## src/rtl/uart_byte_tx.sv

```systemverilog
// uart_byte_tx: byte-wide UART transmitter, 8N1, LSB first.
// Accepts one byte when tx_en & tx_start are high and the request is armed.
// Holding tx_start high after a frame does not resend the byte; tx_start
// must be seen low for at least one edge before the next request.
// Optional build macro UART_TX_PARITY_EN adds an even parity bit (8E1).
// CLKS_PER_BIT = CLK_FREQ / BAUD (truncated) must be at least 2.
module uart_byte_tx #(
    parameter int unsigned CLK_FREQ = 50000000,
    parameter int unsigned BAUD     = 115200
) (
    input  logic       clk,
    input  logic       rst_n,
    input  logic [7:0] tx_data,
    input  logic       tx_en,
    input  logic       tx_start,
    output logic       tx_busy,
    output logic       tx_done,
    output logic       tx_serial
);

    localparam int unsigned CLKS_PER_BIT = CLK_FREQ / BAUD;
    localparam int unsigned CNT_W        = (CLKS_PER_BIT > 1) ? $clog2(CLKS_PER_BIT) : 1;
    localparam logic [CNT_W-1:0] CNT_LAST = CNT_W'(CLKS_PER_BIT - 1);

`ifdef UART_TX_PARITY_EN
    typedef enum logic [2:0] {S_IDLE, S_START, S_DATA, S_PARITY, S_STOP, S_DONE} state_t;
`else
    typedef enum logic [2:0] {S_IDLE, S_START, S_DATA, S_STOP, S_DONE} state_t;
`endif

    state_t           r_state;
    logic [CNT_W-1:0] r_baud_cnt;
    logic [2:0]       r_bit_idx;
    logic [7:0]       r_shift_reg;
    logic             r_armed;
    logic             r_tx_serial;
    logic             r_tx_busy;
    logic             r_tx_done;

    state_t           w_state_nxt;
    logic [CNT_W-1:0] w_baud_nxt;
    logic [2:0]       w_bit_nxt;
    logic [7:0]       w_shift_nxt;
    logic             w_accept;
    logic             w_baud_end;
    logic             w_serial_nxt;
    logic             w_busy_nxt;
    logic             w_done_nxt;

    assign w_baud_end = (r_baud_cnt == CNT_LAST);

    // Next-state, counter updates and next output values. Outputs are decoded
    // from the next state and registered so the pin is glitch-free while the
    // timing matches a decode of the current state.
    always_comb begin
        w_state_nxt  = r_state;
        w_baud_nxt   = r_baud_cnt;
        w_bit_nxt    = r_bit_idx;
        w_shift_nxt  = r_shift_reg;
        w_accept     = 1'b0;
        w_serial_nxt = 1'b1;
        w_busy_nxt   = 1'b0;
        w_done_nxt   = 1'b0;

        case (r_state)
            S_IDLE: begin
                if (tx_en && tx_start && r_armed) begin
                    w_accept    = 1'b1;
                    w_shift_nxt = tx_data;
                    w_baud_nxt  = '0;
                    w_state_nxt = S_START;
                end
            end
            S_START: begin
                if (w_baud_end) begin
                    w_baud_nxt  = '0;
                    w_bit_nxt   = '0;
                    w_state_nxt = S_DATA;
                end else begin
                    w_baud_nxt = r_baud_cnt + CNT_W'(1);
                end
            end
            S_DATA: begin
                if (w_baud_end) begin
                    w_baud_nxt = '0;
                    if (r_bit_idx == 3'd7) begin
`ifdef UART_TX_PARITY_EN
                        w_state_nxt = S_PARITY;
`else
                        w_state_nxt = S_STOP;
`endif
                    end else begin
                        w_bit_nxt = r_bit_idx + 3'd1;
                    end
                end else begin
                    w_baud_nxt = r_baud_cnt + CNT_W'(1);
                end
            end
`ifdef UART_TX_PARITY_EN
            S_PARITY: begin
                if (w_baud_end) begin
                    w_baud_nxt  = '0;
                    w_state_nxt = S_STOP;
                end else begin
                    w_baud_nxt = r_baud_cnt + CNT_W'(1);
                end
            end
`endif
            S_STOP: begin
                if (w_baud_end) begin
                    w_baud_nxt  = '0;
                    w_state_nxt = S_DONE;
                end else begin
                    w_baud_nxt = r_baud_cnt + CNT_W'(1);
                end
            end
            S_DONE: begin
                w_state_nxt = S_IDLE;
            end
            default: begin
                w_state_nxt = S_IDLE;
            end
        endcase

        case (w_state_nxt)
            S_START: begin
                w_serial_nxt = 1'b0;
                w_busy_nxt   = 1'b1;
            end
            S_DATA: begin
                w_serial_nxt = w_shift_nxt[w_bit_nxt];
                w_busy_nxt   = 1'b1;
            end
`ifdef UART_TX_PARITY_EN
            S_PARITY: begin
                w_serial_nxt = ^w_shift_nxt;
                w_busy_nxt   = 1'b1;
            end
`endif
            S_STOP: begin
                w_busy_nxt = 1'b1;
            end
            S_DONE: begin
                w_done_nxt = 1'b1;
            end
            default: begin
                w_serial_nxt = 1'b1;
            end
        endcase
    end

    // State, counters, data and registered outputs; synchronous active-low reset.
    always_ff @(posedge clk) begin
        if (!rst_n) begin
            r_state     <= S_IDLE;
            r_baud_cnt  <= '0;
            r_bit_idx   <= '0;
            r_shift_reg <= '0;
            r_tx_serial <= 1'b1;
            r_tx_busy   <= 1'b0;
            r_tx_done   <= 1'b0;
        end else begin
            r_state     <= w_state_nxt;
            r_baud_cnt  <= w_baud_nxt;
            r_bit_idx   <= w_bit_nxt;
            r_shift_reg <= w_shift_nxt;
            r_tx_serial <= w_serial_nxt;
            r_tx_busy   <= w_busy_nxt;
            r_tx_done   <= w_done_nxt;
        end
    end

    // Request re-arm: a held tx_start sends once; it must be seen low to re-arm.
    always_ff @(posedge clk) begin
        if (!rst_n) begin
            r_armed <= 1'b1;
        end else if (!tx_start) begin
            r_armed <= 1'b1;
        end else if (w_accept) begin
            r_armed <= 1'b0;
        end
    end

    assign tx_serial = r_tx_serial;
    assign tx_busy   = r_tx_busy;
    assign tx_done   = r_tx_done;

endmodule

```

## config.mk

```make
export PLATFORM = sky130hd
export DESIGN_NAME = uart_byte_tx
export DESIGN_NICKNAME = d
export VERILOG_FILES = /design/src/rtl/uart_byte_tx.sv
export SDC_FILE = /design/constraint.sdc
export NUM_CORES = 1
export LEC_CHECK = 0
export ABC_AREA = 1
export BUFFER_PORTS_ARGS = -buffer_cell sky130_fd_sc_hd__buf_2
export CORE_ASPECT_RATIO = 0.5
export CORE_MARGIN = 5
export CORE_UTILIZATION = 35
export DETAILED_ROUTE_END_ITERATION = 12
export GPL_TIMING_DRIVEN = 0
export MAX_ROUTING_LAYER = met4
export PLACE_DENSITY = 0.52
export SLEW_MARGIN = 20
export SYNTH_ARGS = -nofsm -noshare
export SYNTH_HDL_FRONTEND = slang
export SYNTH_SLANG_ARGS = --single-unit
```

## constraint.sdc

```tcl
create_clock -name clk -period 1.6 [get_ports clk]
set_input_delay 0 -clock clk [delete_from_list [all_inputs] [get_ports clk]]
set_output_delay 0 -clock clk [all_outputs]
set_load 0.01 [all_outputs]
```

==> impl_metrics.env <==
export IMPL_syn_area_sq_mm=0.00151
export IMPL_leakagePower_nw=0.926
export IMPL_fmax_ghz=0.595
export IMPL_die_h_um=56.4
export IMPL_worst_r2r_startpoint="r_baud_cnt[1]$_SDFFE_PN0P_"
export IMPL_critPathMaxStageDelay_ns=0.33
export IMPL_fin_crit_ns=1.68
export IMPL_grt_usage=0.123
export IMPL_ys_types=32
export IMPL_syn_to_final_growth_pct=36.8
export IMPL_dieWidth_um=103
export IMPL_pre_cts_ws_ns=-0.187
export IMPL_worst_r2r_endpoint="tx_serial$_SDFF_PN1_"
export IMPL_cp_slowest_cell="dfxtp_2"
export IMPL_grt_max_degree=16
export IMPL_synth_nets=214
export IMPL_synth_top_area_frac=0.358
export IMPL_drt_iter0_markers=27
export IMPL_row_count=16
export IMPL_hold_path_class="in2reg"
export IMPL_core_area_sq_mm=0.00402
export IMPL_clock_path_buffers=2
export IMPL_clk_latency_ns=0.28
export IMPL_p_sw_uw=371
export IMPL_final_cells=294
export IMPL_via_per_inst=4.65
export IMPL_worst_ep_arrival_time_ns=1.86
export IMPL_synth_top_cells_by_area="dfxtp_1, nand2_1, inv_1"
export IMPL_routed_wl_um=3430
export IMPL_reg2reg_depth=15
export IMPL_criticalPathCategory="reg2reg"
export IMPL_power_frac_comb=0.182
export IMPL_relSlewSlack=0.658
export IMPL_holdPathStages=5
export IMPL_rsz0062_at_grt="true"
export IMPL_cp_start_kind="flip-flop"
export IMPL_ir_worst_vdd_uv=280
export IMPL_status="complete, but fails checks"
export IMPL_slew_viol_final=0
export IMPL_clkPwrFrac=0.296
export IMPL_cts_sink_count=27
export IMPL_ios=15
export IMPL_path_clk_slew_ns=0.10
export IMPL_ys_warn_count=0
export IMPL_required_ns=1.78
export IMPL_dr_pass1_iters=4
export IMPL_whs_ns=0.0694
export IMPL_tns_ns=-0.0798
export IMPL_cts_root_buffer="clkbuf_8"
export IMPL_finalCritPeriodShare=1.05
export IMPL_post_route_drc_count=0
export IMPL_tightest_slew_ns=0.512
export IMPL_antenna_found_initial=0
export IMPL_cts_tree="built"
export IMPL_dp_cells=267
export IMPL_grt_pass1_wl_um=5550
export IMPL_via_count=1367
export IMPL_start_util=0.375
export IMPL_ys_seq_elements=27
export IMPL_violations="negative setup slack"
export IMPL_fin_skew_ns=0.00786
export IMPL_cap_violations=0
export IMPL_path_cells="inv_2 -> ha_4 -> nand2_1 -> inv_1 -> nand2_2 -> nor2_8 -> nand3_4 -> nand2_4 -> nand2_4 -> nand2_2 -> nand3_2 -> nand3_2 -> nand2_2 -> nand2_2 -> nand3_2"
export IMPL_grt_overflow=0
export IMPL_critPathCapture="tx_serial$_SDFF_PN1_"
export IMPL_sw_frac_of_total=0.275
export IMPL_port_buffers=14
export IMPL_seq_area_frac_synth=0.358
export IMPL_diodes=0
export IMPL_wl_per_cell_um=11.7
export IMPL_hold_violations=0
export IMPL_grt_pass1_vias=1267
export IMPL_numCtsBuffers=3
export IMPL_finalWorstSetupSlack_ns=-0.0798
export IMPL_layout_nets=256
export IMPL_end_kind="flip-flop"
export IMPL_crit_start="r_baud_cnt[1]$_SDFFE_PN0P_"
export IMPL_largest_register_ffs=9
export IMPL_synth_cells=199
export IMPL_drive_above_1_share=0.433
export IMPL_crit_top_cell="nand2_2"
export IMPL_p_int_uw=979
export IMPL_finalSetupViolations=1
export IMPL_powerDensity_mw_per_mm2=654
export IMPL_die_area_sq_mm=0.00580
export IMPL_cts_htree_levels=1
export IMPL_cp_max_fo=5
export IMPL_synth_largest_area_cell="dfxtp_1"
export IMPL_seqPwrFrac=0.522
export IMPL_syn_area_per_cell_sq_um=7.58
export IMPL_ant_nets=0
export IMPL_dp_hpwl_um=2280
export IMPL_gp_congestion=0.759
export IMPL_reg2reg_slack_ns=-0.08
synthesized netlist by cell type:
| library cell | n |
|---|---|
| o21ai_1 | 2 |
| or2_2 | 1 |
| nand3_2 | 4 |
| clkinv_4 | 1 |
| nor3_4 | 1 |
| xnor2_1 | 1 |
| nor3_1 | 5 |
| nor2_2 | 4 |
| o21ai_4 | 1 |
| a31o_2 | 1 |
| nand2_2 | 5 |
| buf_6 | 1 |
| nand3_4 | 2 |
| inv_2 | 7 |
| a211oi_1 | 1 |
| nor4_4 | 1 |
| ha_1 | 3 |
| nor2_1 | 16 |
| nand4_1 | 2 |
| nand2_4 | 4 |
| o21ai_0 | 1 |
| nor2_8 | 3 |
| a21oi_1 | 13 |
| o21a_1 | 1 |
| inv_1 | 24 |
| nand2_1 | 45 |
| buf_1 | 1 |
| o211ai_1 | 2 |
| o21bai_1 | 1 |
| nor3b_1 | 1 |
| dfxtp_1 | 27 |
| nand3_1 | 17 |
metal layers:
metal	vias to the layer above	track usage	part of all wire
met5	-	-	0
met4	0	0.0387	0.013
met3	6	0.0371	0.036
met2	14	0.196	0.50
met1	631	0.150	0.45
li1	716	-	-
cell usage in the layout (no fill, tap or decap), types with 9 or more instances in the layout:
cell type      synthesis  layout
nand2_2                5      15
dlygate4sd3_1          0       9
a21oi_1               13      11
inv_2                  7       9
buf_4                  0      12
nor2_1                16      15
buf_2                  0      14
dfxtp_1               27      23
inv_1                 24      21
nand3_2                4      11
nand2_1               45      35
repair_timing:
action | CTS | global route
gates cloned | 0 | 0
hold buffers | 9 | 0
resized for setup | 17 | 31
endpoints found under the hold margin | 8 | 0
pin swaps | 9 | 16
setup buffers | 8 | 6
setup endpoints to repair | 11 | 11
worst min path at each step:
stage / from / end / slack, ns
after CTS: tx_data[1] / r_shift_reg[1]$_SDFF_PN0_ / 0.06
after global routing: tx_data[1] / r_shift_reg[1]$_SDFF_PN0_ / 0.09
after global placement: tx_start / r_armed$_SDFFE_PN1P_ / 0.21
final: tx_data[5] / r_shift_reg[5]$_SDFF_PN0_ / 0.07
after floorplan: rst_n / tx_serial$_SDFF_PN1_ / 0.07
after detailed placement: tx_start / r_armed$_SDFFE_PN1P_ / 0.22
per-stage QoR:
stage | area [sq um] | power, mW | util
final | 2060 | 1.35 | 0.513
after global placement | 1650 | 0.887 | 0.409
after floorplan | 1510 | 0.842 | -
after CTS | 1900 | 1.34 | 0.472
after global routing | 2060 | 1.43 | 0.513
after detailed placement | 1650 | 0.889 | 0.409
critical path, delay by kind of cell, from the launching register on:
| family | cells | cell delay [ns] |
|---|---|---|
| fa+ha+maj | 1 | 0.14 |
| simple gates | 12 | 0.97 |
| flops | 1 | 0.33 |
| buf+inv | 2 | 0.14 |
cells by family (layout without fill, tap and decap cells):
| kind of cell | after synthesis | after routing | synth area share |
|---|---|---|---|
| adder cells (fa/ha/maj) | 3 | 3 | 0.0249 |
| AO/OA/AOI/OAI | 23 | 23 | 0.0945 |
| buffers and inverters | 34 | 75 | 0.0929 |
| XOR/XNOR | 1 | 1 | 0.00581 |
| AND/OR/NAND/NOR | 111 | 111 | 0.424 |
| flip-flops | 27 | 27 | 0.358 |
power by group through the flow:
| stage | logic, mW | registers (mW) | clock network, mW |
|---|---|---|---|
| global route | 0.269 | 0.707 | 0.451 |
| floorplan | 0.123 | 0.718 | 0 |
| global placement | 0.168 | 0.719 | 0 |
| detailed placement | 0.169 | 0.719 | 0 |
| finish | 0.245 | 0.705 | 0.400 |
| CTS | 0.211 | 0.704 | 0.421 |
final cells by class:
| cell class | instances | area (sq um) |
|---|---|---|
| clock buffer | 3 | 41.3 |
| buffer | 2 | 15.0 |
| fill | 390 | 1960 |
| tap | 54 | 67.6 |
| multi-input combinational | 138 | 987 |
| clock inverter | 1 | 5.00 |
| timing repair buffer | 37 | 273 |
| sequential | 27 | 548 |
| inverter | 32 | 128 |
No activity file was read; power rests on OpenSTA's default activity.
